## config.mk

```make
export PLATFORM = sky130hd
export DESIGN_NAME = cache_fill_unit
export DESIGN_NICKNAME = d
export VERILOG_FILES = /design/src/rtl/cache_fill_unit_pkg.sv /design/src/rtl/cache_fill_unit.sv
export SDC_FILE = /design/constraint.sdc
export NUM_CORES = 1
export LEC_CHECK = 0
export ABC_AREA = 1
export CAP_MARGIN = 0
export CORE_AREA = 2 2 228 230
export DETAILED_ROUTE_END_ITERATION = 6
export DIE_AREA = 0 0 230 232
export DONT_BUFFER_PORTS = 1
export PLACE_DENSITY = 0.48
export SLEW_MARGIN = 20
export SYNTH_ARGS = -nofsm -noshare
export SYNTH_HDL_FRONTEND = slang
export SYNTH_SLANG_ARGS = --single-unit
export TNS_END_PERCENT = 20
```

## constraint.sdc

```tcl
create_clock -name clk_i -period 1.4 [get_ports clk_i]
set_input_delay 0.28 -clock clk_i [delete_from_list [all_inputs] [get_ports clk_i]]
set_output_delay 0.28 -clock clk_i [all_outputs]
set_load 0.02 [all_outputs]
```

## src/rtl/cache_fill_unit_pkg.sv

```systemverilog
// rtl/cache_fill_unit_pkg.sv - cache and LC-3b types shared by the L1 miss-handling logic
package cache_fill_unit_pkg;

   typedef logic [15:0]  lc3b_word;
   typedef logic [8:0]   cache_tag;
   typedef logic [2:0]   cache_way;
   typedef logic [2:0]   cache_index;
   typedef logic [127:0] cache_line;

   typedef enum logic [1:0] {
      IDLE      = 2'd0,
      WRITEBACK = 2'd1,
      FETCH     = 2'd2,
      INSTALL   = 2'd3
   } fill_state_t;

   // Same encoding the LRU tracker uses for its hit vector.
   function automatic logic [7:0] way_onehot(input cache_way way);
      logic [7:0] oh;
      oh      = '0;
      oh[way] = 1'b1;
      return oh;
   endfunction

endpackage

```

## src/rtl/cache_fill_unit.sv

```systemverilog
// rtl/cache_fill_unit.sv - L1 miss engine: victim writeback, line fetch, install and LRU touch
module cache_fill_unit
   import cache_fill_unit_pkg::*;
(
   input  logic        clk_i,
   input  logic        rst_ni,
   input  logic        miss_req_i,
   input  lc3b_word    miss_addr_i,
   input  cache_way    victim_way_i,
   input  logic        victim_valid_i,
   input  logic        victim_dirty_i,
   input  cache_tag    victim_tag_i,
   input  cache_line   victim_data_i,
   output logic        pmem_read_o,
   output logic        pmem_write_o,
   output lc3b_word    pmem_address_o,
   output cache_line   pmem_wdata_o,
   input  cache_line   pmem_rdata_i,
   input  logic        pmem_resp_i,
   output logic [7:0]  fill_we_o,
   output cache_index  fill_index_o,
   output cache_tag    fill_tag_o,
   output cache_line   fill_data_o,
   output logic [7:0]  lru_touch_o,
   output logic        fill_done_o,
   output logic        busy_o
);

   fill_state_t state_q, state_d;
   lc3b_word    addr_q;
   cache_way    way_q;
   cache_tag    vtag_q;
   cache_line   vdata_q;
   cache_line   line_q;

   logic accept;
   assign accept = (state_q == IDLE) && miss_req_i;

   always_ff @(posedge clk_i or negedge rst_ni) begin
      if (!rst_ni) begin
         state_q <= IDLE;
         addr_q  <= '0;
         way_q   <= '0;
         vtag_q  <= '0;
         vdata_q <= '0;
         line_q  <= '0;
      end else begin
         state_q <= state_d;
         if (accept) begin
            // Offset bits are dropped here so the fetch address is already line aligned.
            addr_q  <= miss_addr_i & 16'hFFF0;
            way_q   <= victim_way_i;
            vtag_q  <= victim_tag_i;
            vdata_q <= victim_data_i;
         end
         if (state_q == FETCH && pmem_resp_i) begin
            line_q <= pmem_rdata_i;
         end
      end
   end

   always_comb begin
      state_d        = state_q;
      pmem_read_o    = 1'b0;
      pmem_write_o   = 1'b0;
      pmem_address_o = '0;
      pmem_wdata_o   = '0;
      fill_we_o      = '0;
      lru_touch_o    = '0;
      fill_done_o    = 1'b0;
      unique case (state_q)
         IDLE: begin
            if (miss_req_i) begin
               state_d = (victim_valid_i && victim_dirty_i) ? WRITEBACK : FETCH;
            end
         end
         WRITEBACK: begin
            pmem_write_o   = 1'b1;
            pmem_address_o = {vtag_q, addr_q[6:4], 4'h0};
            pmem_wdata_o   = vdata_q;
            if (pmem_resp_i) state_d = FETCH;
         end
         FETCH: begin
            pmem_read_o    = 1'b1;
            pmem_address_o = addr_q;
            if (pmem_resp_i) state_d = INSTALL;
         end
         INSTALL: begin
            fill_we_o   = way_onehot(way_q);
            lru_touch_o = way_onehot(way_q);
            fill_done_o = 1'b1;
            state_d     = IDLE;
         end
         default: state_d = IDLE;
      endcase
   end

   assign fill_index_o = addr_q[6:4];
   assign fill_tag_o   = addr_q[15:7];
   assign fill_data_o  = line_q;
   assign busy_o       = (state_q != IDLE);

endmodule
```

==> Word-level counts from Yosys, hierarchy flattened <==
Cells that the tools add are included.
{ "classes": {"reduce_logical": 7, "n_mux": 13, "eq_ne": 6, "n_lt_le_gt_ge": 2} }
{ "ops": {"columns": ["operator", "count"], "rows": [
  ["$mux W128", 1],
  ["$pmux W16 S2", 1],
  ["$mux W2", 4],
  ["$mux W8", 1],
  ["$pmux W2 S4", 1],
  ["$ne A2 B2 Y1 const B", 3],
  ["$eq A2 B2 Y1 const B", 2],
  ["$logic_and A1 B1 Y1", 4],
  ["$lt A3 B4 Y1 const B", 1],
  ["$mux W1", 4],
  ["$demux W1 S3", 1],
  ["$ge A3 B1 Y1 const B", 1],
  ["$reduce_and A3 Y1", 1],
  ["$eq A2 B1 Y1 const B", 1],
  ["$logic_not A2 Y1", 1],
  ["$reduce_bool A2 Y1", 1]
]} }
{ "totals": {"out_inout_bits": 304, "reg_bits": 282, "inputBits": 290, "word_cells": 34} }

==> Longest topological paths before layout <==
Gate-level depths: netlist of the first run.
{ "depth": {"word_depth": 5, "ltp_mapped": 8} }

==> Worst setup path before layout of the first run <==
Ideal clock, no wire load.
{ "synth_path": {"path_type": "register to output", "start": "register state_q[1]", "end": "output port pmem_address_o[7]", "path_slack_ns": -0.339, "stages_incl_launch_ff": 6, "n_path_buf": 1, "t_arrival_ns": 1.459, "required_time_ns": 1.120, "path_cell_list": "dfrtp_1 -> inv_1 -> ha_1 -> buf_2 -> nand2_1 -> a21oi_1"} }
{ "synth_between": {"elab_chain_len": 2, "word_cells_on_any_way": 3, "classes_between": "2 x eq/ne; 1 x mux"} }
{ "synth_lines": {"columns": ["item", "line_no", "rtl"], "rows": [
  ["start: declaration", "cache_fill_unit.sv:29", "fill_state_t state_q, state_d;"],
  ["start signal: assignment", "cache_fill_unit.sv:48", "state_q <= state_d;"],
  ["$eq A2 B2 Y1 or $eq A2 B1 Y1 (tied branches)", "cache_fill_unit.sv:71", "unique case (state_q)"],
  ["$pmux W16 S2 *", "cache_fill_unit.sv:71", null],
  ["end: declaration", "cache_fill_unit.sv:16", "output lc3b_word pmem_address_o,"]
]} }
Mark *: on every way between the ends. The rest lies on a longest branch, timed or not.

==> Worst setup path in the final report of the first run <==
{ "layout_path": {"start": "register state_q[0]", "end": "output port pmem_address_o[4]"} }
Same word-level chain as after synthesis.

==> results of run 1 <==
[report_power, final]
part           internal (mW)  switching [mW]
Combinational           6.53            9.72
Clock                   5.53            3.53
Sequential              12.0            5.24
[synthesized netlist by cell type]
master / count
nand3_1: 278
inv_1: 139
buf_4: 15
nor2_1: 17
clkinv_1: 1
conb_1: 1
clkbuf_1: 3
o21ai_0: 2
dfrtp_1: 282
buf_2: 89
ha_1: 5
nand2_2: 1
buf_6: 13
a21oi_1: 15
nand2_1: 714
[sequential cells by signal, summed over array words and instances (netlist names)]
signal / count
vdata_q: 128
way_q: 3
vtag_q: 9
state_q: 2
fill_data_o: 128
addr_q: 12
[per-stage QoR]
| step | area, µm² | hold slack [ns] |
|---|---|---|
| after CTS | 18300 | -0.597 |
| final | 19200 | -0.553 |
| after floorplan | 12800 | -0.0156 |
| after global placement | 13800 | -0.00833 |
| after detailed placement | 13800 | -0.00721 |
| after global routing | 19200 | -0.595 |
[repair_timing]
action	CTS	global route
setup buffers	8	11
pin swaps	11	19
endpoints found under the hold margin	564	403
gates resized for setup	176	174
setup endpoints to repair	443	442
hold buffers	283	5
gates cloned	5	5
[area by class of cell]
| cell class | count | area [µm²] | area share |
|---|---|---|---|
| inverter | 140 | 653 | 0.0341 |
| clock inverter | 10 | 111 | 0.00581 |
| tap | 680 | 851 | 0.0444 |
| clock buffer | 52 | 1040 | 0.0544 |
| timing repair buffer | 396 | 4400 | 0.229 |
| sequential | 282 | 7060 | 0.368 |
| multi-input combinational | 1036 | 5060 | 0.264 |
[path summary, 6_finish.rpt]
check / to / slack (ns) / from / depth (start not counted)
min in group clk_i: vdata_q[112] / -0.09 / miss_req_i / 2
hold / removal: vdata_q[6] / -0.55 / rst_ni / 0
max in group asynchronous: addr_q[9] / 0.70 / rst_ni / 0
setup reg to reg: fill_data_o[82] / -0.31 / state_q[0] / 8
hold reg to reg: vdata_q[38] / 0.47 / vdata_q[38] / 2
setup / recovery: pmem_address_o[4] / -0.68 / state_q[0] / 6
[cells by family (layout without fill, tap and decap cells)]
group / after synthesis / after routing / share of synthesized area
other: 1 / 4 / 0.000298
AOI/OAI and AO/OA: 17 / 17 / 0.00676
DFF: 282 / 282 / 0.560
and+or+nand+nor: 1010 / 1010 / 0.329
adders and majority gates: 5 / 5 / 0.00497
buffers and inverters: 260 / 598 / 0.0986
[metal layers]
layer  vias to the layer above  global-route usage  part of all wire  wire length [µm]
li1                       5453                   -                 -                 -
met1                      5710               0.185              0.38             17600
met2                       545               0.265              0.50             23000
met3                        96              0.0421             0.083              3810
met4                         0              0.0637             0.032              1470
met5                         -                   0                 0                 0
==> impl_metrics.env, run 1 <==
export IMPL_status="finished, violations left"
export IMPL_violations="hold timing, slew limit, setup timing"
export IMPL_clockRootBuffer="clkbuf_16"
export IMPL_die_h_um=232
export IMPL_peakVddDrop_mv=1.23
export IMPL_syn_area_per_cell_um2=7.99
export IMPL_worstSkewPairLatency_ns=0.53
export IMPL_cp_buffers_inverters=3
export IMPL_placed_cells=2218
export IMPL_worstMarginPinSlew_ns=1.55
export IMPL_rows=83
export IMPL_num_antenna_cells=0
export IMPL_slew_headroom=-0.0343
export IMPL_finalPower_mw=42.5
export IMPL_antenna_found_initial=0
export IMPL_yosys_cell_types_count=15
export IMPL_worst_hold_slack_ns=-0.553
export IMPL_n_fill_cell=4986
export IMPL_layout_commonest_cell="nand2_1"
export IMPL_setup_viol=336
export IMPL_htree_levels=2
export IMPL_die_w_um=230
export IMPL_grt_setup_unrepaired="yes"
export IMPL_clk_pin_slew_ns=0.06
export IMPL_grt_pass1_vias=11500
export IMPL_hold_viol=331
export IMPL_endpoint_kind="output pin"
export IMPL_clock_skew_ns=0.0234
export IMPL_drt_pass1_iterations=5
export IMPL_maxCapViolations=0
export IMPL_required_ns=1.12
export IMPL_layout_setup_ws_ns=-0.681
export IMPL_via_count=11800
export IMPL_start_util=0.247
export IMPL_ant_nets=0
export IMPL_path_class="reg2out"
export IMPL_critPathArrivalTime_ns=1.80
export IMPL_dp_slack_ns=-0.255
export IMPL_synthCells=1575
export IMPL_slew_violations=57
export IMPL_hold_path_class="in2async"
export IMPL_critPathSlowestCell="dfrtp_2"
export IMPL_grt_max_degree=283
export IMPL_first_iter_violations=760
export IMPL_num_nets_final=2186
export IMPL_areaGrowthSynthToFinish_pct=52.3
export IMPL_synth_area_leaders="dfrtp_1 56%, nand2_1 21%, nand3_1 11%"
export IMPL_max_freq_ghz=0.481
export IMPL_synth_seq_area_share=0.560
export IMPL_crit_chain="ha_4, buf_8, o21ai_4, buf_6, nor2_4, buf_6"
export IMPL_critical_path_max_fanout=5
export IMPL_syn_cell_area_um2=12600
export IMPL_tns_ns=-119.77
export IMPL_cp_common_cell="buf_6"
export IMPL_grt_pass1_wl_mm=65.7
export IMPL_via_per_inst=4.55
export IMPL_powerDensity_nw_per_um2=2220
export IMPL_gp_congestion=0.839
export IMPL_clock_sinks=282
export IMPL_utilization=0.377
export IMPL_finalCritPeriodShare=1.49
export IMPL_startpoint_type="flop"
export IMPL_routedWlPerCell_um=17.7
export IMPL_period_needed_ns=2.08
export IMPL_grt_total_usage=0.155
export IMPL_power_leakage_nw=10.0
export IMPL_clk_path_buf_depth=3
export IMPL_critical_path_max_stage_delay_ns=0.45
export IMPL_final_cell_mix="653 x nand2_1, 285 x dlygate4sd3_1, 281 x dfrtp_1"
export IMPL_detail_route_wirelength_mm=45.8
export IMPL_io_buffer_count=0
export IMPL_hpwl_mm=28.2
export IMPL_yosysWarnings=0
export IMPL_drive_above_1_share=0.211
export IMPL_dieArea_um2=53400
export IMPL_final_cells=2596
export IMPL_cts_tree="done"
export IMPL_ios=594
export IMPL_synth_top_area_cell="dfrtp_1"
export IMPL_synth_seq_cells=282
export IMPL_drc=0
export IMPL_critPathTopFamily="flip-flops"
export IMPL_grt_overflow_total=0
export IMPL_synth_top_area_frac=0.560
export IMPL_core_area_um2=50900
export IMPL_numCtsBuffers=35
(Power assumes the default switching activity.)
==> inputs of run 2 (changes only) <==
--- a/config.mk
+++ b/config.mk
@@ -8,6 +8,7 @@
 export ABC_AREA = 1
 export CAP_MARGIN = 0
 export CORE_AREA = 2 2 228 230
+export CTS_CLUSTER_SIZE = 24
 export DETAILED_ROUTE_END_ITERATION = 6
 export DIE_AREA = 0 0 230 232
 export DONT_BUFFER_PORTS = 1
==> results of run 2 <==
The final DEF is identical to that of run 1; final timing and power are the same.
==> inputs of run 3 (changes only) <==
--- a/config.mk
+++ b/config.mk
@@ -12,7 +12,7 @@
 export DETAILED_ROUTE_END_ITERATION = 6
 export DIE_AREA = 0 0 230 232
 export DONT_BUFFER_PORTS = 1
-export PLACE_DENSITY = 0.48
+export PLACE_DENSITY_LB_ADDON = 0.12
 export SLEW_MARGIN = 20
 export SYNTH_ARGS = -nofsm -noshare
 export SYNTH_HDL_FRONTEND = slang
==> impl_metrics.env, run 3 (synthesized netlist as in run 1, its figures left out) <==
export IMPL_r2r_cells=9
export IMPL_critical_path_max_fanout=8
export IMPL_finalPower_mw=42.9
export IMPL_multiInputGateArea_um2=5250
export IMPL_gp_congestion=0.807
export IMPL_required_ns=1.12
export IMPL_peakVddDrop_mv=0.970
export IMPL_drc=0
export IMPL_grt_setup_unrepaired="yes"
export IMPL_worstSkewPairLatency_ns=0.53
export IMPL_worst_hold_slack_ns=-0.552
export IMPL_register_area_um2=7060
export IMPL_violations="hold timing, setup timing"
export IMPL_areaGrowthSynthToFinish_pct=53.2
export IMPL_dieArea_um2=53400
export IMPL_antenna_found_initial=2
export IMPL_power_leakage_nw=10.2
export IMPL_setup_viol=368
export IMPL_core_area_um2=50900
export IMPL_start_util=0.247
export IMPL_clock_skew_ns=0.0182
export IMPL_die_w_um=230
export IMPL_layout_commonest_cell="nand2_1"
export IMPL_final_cell_mix="610 x nand2_1, 282 x dlygate4sd3_1, 281 x dfrtp_1"
export IMPL_hpwl_mm=30.5
export IMPL_place_area_um2=13800
export IMPL_path_class="reg2out"
export IMPL_via_count=11400
export IMPL_powerDensity_nw_per_um2=2220
export IMPL_hold_path_class="in2async"
export IMPL_utilization=0.379
export IMPL_cts_tree="done"
export IMPL_via_per_inst=4.43
export IMPL_critPathArrivalTime_ns=1.78
export IMPL_numCtsBuffers=36
export IMPL_max_freq_ghz=0.485
export IMPL_hold_viol=327
export IMPL_detail_route_wirelength_mm=46.6
export IMPL_clock_sinks=282
export IMPL_io_buffer_count=0
export IMPL_grt_overflow_total=0
export IMPL_layout_setup_ws_ns=-0.663
export IMPL_slew_headroom=0.626
export IMPL_num_nets_final=2169
export IMPL_startpoint_type="flop"
export IMPL_fin_area_um2=19300
export IMPL_first_iter_violations=700
export IMPL_rrSetupSlack_ns=-0.27
export IMPL_startpoint="state_q[1]"
export IMPL_clk_path_buf_depth=3
export IMPL_drive_above_1_share=0.216
export IMPL_timing_rr_start="state_q[1]"
export IMPL_period_needed_ns=2.06
export IMPL_grt_max_degree=283
export IMPL_maxCapViolations=0
export IMPL_drt_pass1_iterations=5
export IMPL_finalCritPeriodShare=1.47
export IMPL_htree_levels=2
export IMPL_clockRootBuffer="clkbuf_16"
export IMPL_slew_violations=0
export IMPL_worstMarginPinSlew_ns=0.561
export IMPL_die_h_um=232
export IMPL_status="finished, violations left"
export IMPL_grt_pass1_wl_mm=69.5
export IMPL_ant_nets=0
export IMPL_grt_pass1_vias=11600
export IMPL_rows=83
export IMPL_timing_rr_end="fill_data_o[89]"
export IMPL_routedWlPerCell_um=18.0
export IMPL_grt_total_usage=0.165
export IMPL_ios=594
export IMPL_worstSetupEndpoint="pmem_wdata_o[35]"
export IMPL_endpoint_kind="output pin"
export IMPL_clk_pin_slew_ns=0.06
export IMPL_n_fill_cell=5211
[run 3: how the worst min path moves through the flow]
| stage | slack, ns | endpoint |
|---|---|---|
| after floorplan | -0.02 | addr_q[10] |
| after global placement | -0.008 | fill_data_o[120] |
| after detailed placement | -0.008 | fill_data_o[121] |
| after CTS | -0.60 | vdata_q[88] |
| after global routing | -0.59 | fill_data_o[55] |
| final | -0.55 | fill_data_o[116] |
[run 3: routing by layer]
layer,track usage,vias up,part of all wire
met5,0,-,0
met4,0.0536,0,0.023
met3,0.0519,62,0.081
met2,0.273,410,0.49
met1,0.203,5550,0.40
li1,-,5425,-
[run 3: layout make-up]
type,instances,area share
clock buffers,59,0.0569
multi-input cells,1036,0.272
repair buffers,378,0.216
flip-flops and latches,282,0.366
clock inverters,5,0.00409
diodes,2,0.000259
well taps,680,0.0441
inverters,140,0.0407
[run 3: critical path, cell delays in order, from the launching register on]
cell and delay [ns]:
dfrtp_1 0.39, inv_2 0.08, ha_4 0.16, buf_12 0.12, buf_12 0.15, clkbuf_16 0.17, nand2_1 0.06, inv_2 0.11
[run 3: metrics by stage]
step	instances	worst slack (ns)	TNS [ns]	hold slack, ns
final	2582	-0.663	-125.61	-0.552
after global routing	2582	-0.751	-159.30	-0.588
after CTS	2558	-0.745	-117.06	-0.599
after detailed placement	2207	-0.379	-37.76	-0.00829
after global placement	2207	-0.343	-29.54	-0.00829
after floorplan	1578	-0.155	-19.35	-0.0156
[run 3: where the power goes]
part / total (mW) / internal, mW / switching [mW]
logic: 16.0 / 6.36 / 9.67
registers: 17.5 / 12.0 / 5.52
clock network: 9.32 / 5.71 / 3.61
[run 3: repair_timing]
action	CTS	global route
setup endpoints to repair	408	442
cloned	0	7
resized for setup	154	268
buffers inserted	5	15
hold buffers	282	1
pin swaps	10	14
endpoints found under the hold margin	564	396
